[config.mk]
export PLATFORM = sky130hd
export DESIGN_NAME = tdm_demux_1_4
export DESIGN_NICKNAME = d
export VERILOG_FILES = /design/src/rtl/tdm_demux_1_4.sv
export SDC_FILE = /design/constraint.sdc
export NUM_CORES = 1
export LEC_CHECK = 0
export BUFFER_PORTS_ARGS = -buffer_cell sky130_fd_sc_hd__buf_2
export CORE_MARGIN = 5
export CORE_UTILIZATION = 40
export CTS_CLUSTER_DIAMETER = 50
export CTS_CLUSTER_SIZE = 30
export DETAILED_ROUTE_END_ITERATION = 8
export GPL_ROUTABILITY_DRIVEN = 0
export HOLD_SLACK_MARGIN = 0.15
export PLACE_DENSITY = 0.62
export SLEW_MARGIN = 20
export SYNTH_ARGS = -nofsm -noshare
export SYNTH_HDL_FRONTEND = slang
export SYNTH_SLANG_ARGS = --single-unit
[constraint.sdc]
create_clock -name clk -period 3.5 [get_ports clk]
set_input_delay 0.7 -clock clk [delete_from_list [all_inputs] [get_ports clk]]
set_output_delay 0.7 -clock clk [all_outputs]
set_load 0.02 [all_outputs]
[src/rtl/tdm_demux_1_4.sv]
// tdm_demux_1_4: 1-to-4 time-division demultiplexer.
// A serial beat stream framed by a slot-0 sync marker is collected into three
// shadow registers and released onto four parallel lanes when slot 3 arrives.
// Optional feature: define TDM_DEMUX_ERR_CNT_EN to build a saturating
// sync-error counter on err_cnt; otherwise err_cnt is tied to zero.
module tdm_demux_1_4 #(
  parameter int W = 8
) (
  input  logic         clk,
  input  logic         rst,
  input  logic [W-1:0] din,
  input  logic         din_valid,
  input  logic         sync,
  output logic [W-1:0] y0,
  output logic [W-1:0] y1,
  output logic [W-1:0] y2,
  output logic [W-1:0] y3,
  output logic         frame_valid,
  output logic [1:0]   sel,
  output logic         locked,
  output logic         sync_err,
  output logic [7:0]   err_cnt
);

  typedef enum logic {IDLE = 1'b0, RUN = 1'b1} state_t;

  state_t       state_q, state_d;
  logic [1:0]   slot_q, slot_d;
  logic [W-1:0] sh0_q, sh0_d, sh1_q, sh1_d, sh2_q, sh2_d;
  logic [W-1:0] y0_q, y0_d, y1_q, y1_d, y2_q, y2_d, y3_q, y3_d;
  logic         fv_q, fv_d;
  logic         serr_q, serr_d;

  // Next-state: framing FSM, shadow capture and lane release on slot 3.
  always_comb begin
    state_d = state_q;
    slot_d  = slot_q;
    sh0_d   = sh0_q;
    sh1_d   = sh1_q;
    sh2_d   = sh2_q;
    y0_d    = y0_q;
    y1_d    = y1_q;
    y2_d    = y2_q;
    y3_d    = y3_q;
    fv_d    = 1'b0;
    serr_d  = 1'b0;
    if (din_valid) begin
      if (state_q == IDLE) begin
        // Hunting for a frame start; non-sync beats are dropped.
        if (sync) begin
          sh0_d   = din;
          slot_d  = 2'd1;
          state_d = RUN;
        end
      end else if (slot_q == 2'd0) begin
        if (sync) begin
          sh0_d  = din;
          slot_d = 2'd1;
        end else begin
          // Missing frame start: lose lock.
          serr_d  = 1'b1;
          slot_d  = 2'd0;
          state_d = IDLE;
        end
      end else if (sync) begin
        // Early sync: abandon the partial frame and re-lock on this beat.
        serr_d = 1'b1;
        sh0_d  = din;
        slot_d = 2'd1;
      end else begin
        case (slot_q)
          2'd1: begin
            sh1_d  = din;
            slot_d = 2'd2;
          end
          2'd2: begin
            sh2_d  = din;
            slot_d = 2'd3;
          end
          default: begin
            y0_d   = sh0_q;
            y1_d   = sh1_q;
            y2_d   = sh2_q;
            y3_d   = din;
            fv_d   = 1'b1;
            slot_d = 2'd0;
          end
        endcase
      end
    end
  end

  // State, shadow and lane registers with synchronous reset.
  always_ff @(posedge clk) begin
    if (rst) begin
      state_q <= IDLE;
      slot_q  <= 2'd0;
      sh0_q   <= '0;
      sh1_q   <= '0;
      sh2_q   <= '0;
      y0_q    <= '0;
      y1_q    <= '0;
      y2_q    <= '0;
      y3_q    <= '0;
      fv_q    <= 1'b0;
      serr_q  <= 1'b0;
    end else begin
      state_q <= state_d;
      slot_q  <= slot_d;
      sh0_q   <= sh0_d;
      sh1_q   <= sh1_d;
      sh2_q   <= sh2_d;
      y0_q    <= y0_d;
      y1_q    <= y1_d;
      y2_q    <= y2_d;
      y3_q    <= y3_d;
      fv_q    <= fv_d;
      serr_q  <= serr_d;
    end
  end

`ifdef TDM_DEMUX_ERR_CNT_EN
  logic [7:0] err_cnt_q, err_cnt_d;

  function automatic logic [7:0] sat_inc(input logic [7:0] v);
    return (v == 8'hFF) ? v : v + 8'd1;
  endfunction

  // Count every sync error, holding at the top of the range.
  always_comb begin
    err_cnt_d = err_cnt_q;
    if (serr_d) err_cnt_d = sat_inc(err_cnt_q);
  end

  // Error counter register.
  always_ff @(posedge clk) begin
    if (rst) err_cnt_q <= 8'd0;
    else     err_cnt_q <= err_cnt_d;
  end

  assign err_cnt = err_cnt_q;
`else
  assign err_cnt = 8'd0;
`endif

  assign y0          = y0_q;
  assign y1          = y1_q;
  assign y2          = y2_q;
  assign y3          = y3_q;
  assign frame_valid = fv_q;
  assign sel         = slot_q;
  assign locked      = (state_q == RUN);
  assign sync_err    = serr_q;

endmodule

## Word level (Yosys, flattened, before mapping)

Cells that the tools add are included.

| word-level totals | value |
|---|---|
| output and inout port bits | 45 |
| input bits | 12 |
| bits in registers | 61 |
| word-level logic and storage cells | 40 |

| cells by class | value |
|---|---|
| multiplexer cells | 12 |
| bitwise operators | 5 |
| eq/ne operators | 2 |
| reduce and logical (&&, ||, !) cells | 10 |

Operators by type and width:

| cell | count |
|---|---|
| 5-bit AND reduction | 3 |
| 2-bit two-way mux | 4 |
| 1-bit two-way mux | 7 |
| 1-bit NOT | 5 |
| 5-bit OR reduction | 1 |
| 2-bit case mux with 2 select lines | 1 |
| 2-bit AND reduction | 2 |
| 3-bit OR reduction | 1 |
| 2-bit by 1-bit == test with 1-bit output (second input constant) | 1 |
| 2-bit == test (second input constant) | 1 |
| 2-bit zero test | 1 |
| 2-bit nonzero test | 1 |
| 2-bit OR reduction | 1 |

## Depth between registers and ports, before layout

| logic depth | value |
|---|---|
| word-level depth | 5 |
| mapped depth | 7 |

## Worst setup path before layout

No wires, ideal clock.

| timing | value |
|---|---|
| kind | input port to flip-flop |
| start | input port sync |
| end | register sh2_q[0] |
| setup slack | 1.631 ns |
| arrival time | 1.745 ns |
| stages | 7 |
| required time | 3.376 ns |
| cells stage by stage | buf_4 -> buf_2 -> inv_1 -> ha_1 -> and4_1 -> buf_2 -> mux2i_1 |

| on the way | value |
|---|---|
| longest elaborated chain between the ends | 2 |

Ends and longest elaborated chain:

| element | line | text |
|---|---|---|
| from (decl) | 13 | `input logic sync,` |
| 1-bit NOT (no line) | -- |  |
| 5-bit AND reduction (no line) | -- |  |
| to (signal assigned) | 100 | `sh2_q <= '0;` |
| to (signal assigned) | 112 | `sh2_q <= sh2_d;` |
| to (decl) | 29 | `logic [W-1:0] sh0_q, sh0_d, sh1_q, sh1_d, sh2_q, sh2_d;` |

Every way passes these cells.
A chain may end at the register's enable or synchronous reset.

## Worst setup path after layout

| timing | value |
|---|---|
| start | register slot_q[0] (netlist: sel[0]) |
| end | register sh2_q[5] |

| on the way | value |
|---|---|
| longest elaborated chain between the ends | 3 |
| elaborated cells on any way between the ends | 4 |
| classes of those cells | 1 x eq/ne; 1 x bitwise; 2 x reduce/logical |

Ends and longest elaborated chain:

| element | line | text |
|---|---|---|
| from (decl) | 28 | `logic [1:0] slot_q, slot_d;` |
| from (signal assigned) | 109 | `slot_q <= slot_d;` |
| 2-bit zero test | 55 | `end else if (slot_q == 2'd0) begin` |
| 1-bit NOT (no line) | -- |  |
| 5-bit AND reduction (no line) * | -- |  |

Every way passes the cells marked *; elsewhere a longest branch is shown, timed or not.

==> impl_metrics.csv <==
group,metric,value,unit
finish,fillCellCount,622,
pwr,combPwrFrac,5.6,%
sta,max-slew-margin-rel,31.4,%
cts,root_buffer,"clkbuf_8",
setup_path,cp_max_fo,8,
finish,multiInputGateArea,1270,µm²
grt,antenna_found_initial,0,
setup_path,ff2ff_path_depth,6,
sta,report.final.hold_viol_count,0,
finish,nets,308,
setup_path,rr_startpoint,"sel[0]",
setup_path,r2r_end,"sh2_q[5]",
logic_synthesis,synth_top_cells_by_count,"65 x nand2b_1, 61 x dfxtp_1, 48 x mux2i_1, 9 x a21oi_1, 9 x buf_4",
route,num_vias,1744,
pwr,seq_power_share,51.6,%
worst_hold_path,min-delay-start,"sh0_q[6]",
floorplan,die_h,91.9,µm
logic_synthesis,yosysTopAreaCellShare,45.5,%
pwr,intPower,1.07,mW
logic_synthesis,yosys.area.top_type,"dfxtp_1",
route,firstDrtPassIters,4,
cts,cts_tree,"done",
place,dp_hpwl,3370,µm
logic_synthesis,syn-cell-area,2680,µm²
cts,cts_made_buffers,9,
logic_synthesis,synth_flop_cell,"dfxtp_1",
floorplan,num_rows,29,
finish,seqCellArea,1220,µm²
worst_hold_path,holdPathEnd,"y0[6]",
cts,clkTransAtPathRegs,0.06,ns
floorplan,design.core.area,6420,µm²
worst_hold_path,holdPathStages,2,
setup_path,critical_path_class,"flop to flop",
logic_synthesis,synth.most_common_cell,"nand2b_1",
route,wl_per_cell,13.7,µm
pwr,p_clk_share,42.8,%
pwr,irDropWorstVdd,196,µV
logic_synthesis,synth-edff-count,0,
sta,finalWorstSetupSlack,1.68,ns
route,via_per_inst,4.71,
logic_synthesis,async_reset_ff_share,0,%
place,pre_cts_ws,1.39,ns
cts,cts_sinks,61,
grt,grt_max_degree,78,
grt,grt_pass1_wl,8220,µm
sta,fin_tns_setup,0,ns
sta,timing.final.crit_period,1.82,ns
logic_synthesis,ys_seq_area_share,45.5,%
worst_hold_path,hp-class,"flop to flop",
setup_path,end_kind,"flop",
finish,fin_cells,370,
grt,grt_overflow,0,
job,cap_violations,0,
run_status,status,"finished, final reports clean",
place,place.port_buffers,48,
grt,grt_usage,12.4,%
cts,clk_path_buf_depth,2,
pwr,power_density,451,nW/µm²
sta,setup_viol,0,
floorplan,initial_utilization,41.8,%
setup_path,crit_arrival,2.07,ns
floorplan,die_w,91.9,µm
cts,insertion_delay,0.32,ns
floorplan,io_pins,57,
finish,antenna_cells,0,
sta,fin_crit_sh,52.1,%
sta,tightest_slew,1.03,ns
finish,drive_above_1_share,23.9,%
finish,area_delta_synth_final,12.8,%
sta,skew,0.00598,ns
logic_synthesis,synth.distinct_cells,26,
logic_synthesis,netlist_instances,251,
pwr,p_switching,296,µW
route,drc,0,
logic_synthesis,synth.avg_cell_area,10.7,µm²
route,ant_nets,0,
floorplan,die_area,8450,µm²
setup_path,rrSetupSlack,1.68,ns
sta,fmax,548,MHz
cts,cts_resized,0,
sta,finalMaxSlewViolations,0,
setup_path,cp-start-kind,"flop",
pwr,cellLeakagePower,1.23,nW
route,drtIter0Drc,99,
setup_path,crit_required,3.75,ns
cts,htreeDepth,3,
grt,grt_pass1_vias,1651,
sta,rsz0062_at_grt,"no",
pwr,finalPower,1.37,mW
logic_synthesis,synth_warnings,0,
route,drt-total-wl,5090,µm
cts,cts-hold-fix-buffers,0,
logic_synthesis,synth-seq-cells,61,
pwr,switching_share,21.6,%
cts,cts_setup_buffers,0,
logic_synthesis,synth.area.top_cells,"dfxtp_1 46%, mux2i_1 18%, nand2b_1 15%, a21bo_2 3.0%, ha_1 2.8%",
place,numPlacedInstances,356,
through the flow:
stage | hold slack, ns | instance area (µm²) | utilization [%]
2_1_floorplan | 0.447 | 2710 | -
3_3_place_gp | 0.457 | 2850 | 44.3
3_5_place_dp | 0.458 | 2850 | 44.3
4_1_cts | 0.464 | 3030 | 47.1
5_1_grt | 0.487 | 3030 | 47.1
6_report | 0.458 | 3030 | 47.1
per-layer routing:
metal | global-route usage [%] | part of all wire (%)
met1 | 16.9 | 51
met2 | 17.3 | 43
met3 | 3.44 | 4.2
met4 | 7.80 | 1.8
met5 | 0 | 0
cells by family after synthesis:
| kind of cell | synth area share, % |
|---|---|
| compound gates | 5.87 |
| simple gates | 19.7 |
| buf+inv | 8.11 |
| mux | 17.9 |
| fa+ha+maj | 2.80 |
| other cells | 0.140 |
| flops | 45.5 |
power groups by stage:
stage	clock (mW)	sequential, mW	combinational [mW]
2_1_floorplan	0	0.722	0.0661
3_3_place_gp	0	0.721	0.0773
3_5_place_dp	0	0.721	0.0766
4_1_cts	0.605	0.706	0.0766
5_1_grt	0.640	0.706	0.0838
6_report	0.585	0.706	0.0762
worst max-delay path: stages (launching register included):
cell,delay (ns)
dfxtp_1,0.39
inv_1,0.10
ha_1,0.24
inv_1,0.07
ha_1,0.14
and4_1,0.57
mux2i_1,0.25
cell usage in the layout (no fill, tap or decap), types with 2 or more instances in the layout:
master	n
nand2b_1	65
dfxtp_1	61
mux2i_1	48
buf_2	48
clkbuf_8	10
a21oi_1	9
nand3_1	8
a21bo_2	8
conb_1	8
ha_1	6
inv_1	4
and4_1	3
clkbuf_1	2
area by class of cell:
type,count,area share (%)
Multi-Input combinational cell,165,42.0
Sequential cell,61,40.3
Timing Repair Buffer,48,7.93
Clock buffer,12,4.79
Tap cell,77,3.18
Clock inverter,2,1.16
Inverter,5,0.620
sequential cells by signal, summed over array words and instances (netlist names):
| name | cells |
|---|---|
| y2 | 8 |
| sync_err | 1 |
| sh2_q | 8 |
| sh1_q | 8 |
| y3 | 8 |
| locked | 1 |
| y0 | 8 |
| sh0_q | 8 |
| sel | 2 |
| frame_valid | 1 |
| y1 | 8 |
how the worst max path moves through the flow:
stage,end,slack [ns],start,cells after the start
2_1_floorplan,sh2_q[0],1.63,sync,7
3_3_place_gp,sh2_q[5],1.42,sync,5
3_5_place_dp,y3[2],1.39,din_valid,3
4_1_cts,sh2_q[5],1.65,sel[0],6
5_1_grt,sh2_q[5],1.57,sel[0],6
6_report,sh2_q[5],1.68,sel[0],6
Note: power is estimated with default switching activity, not from simulation.
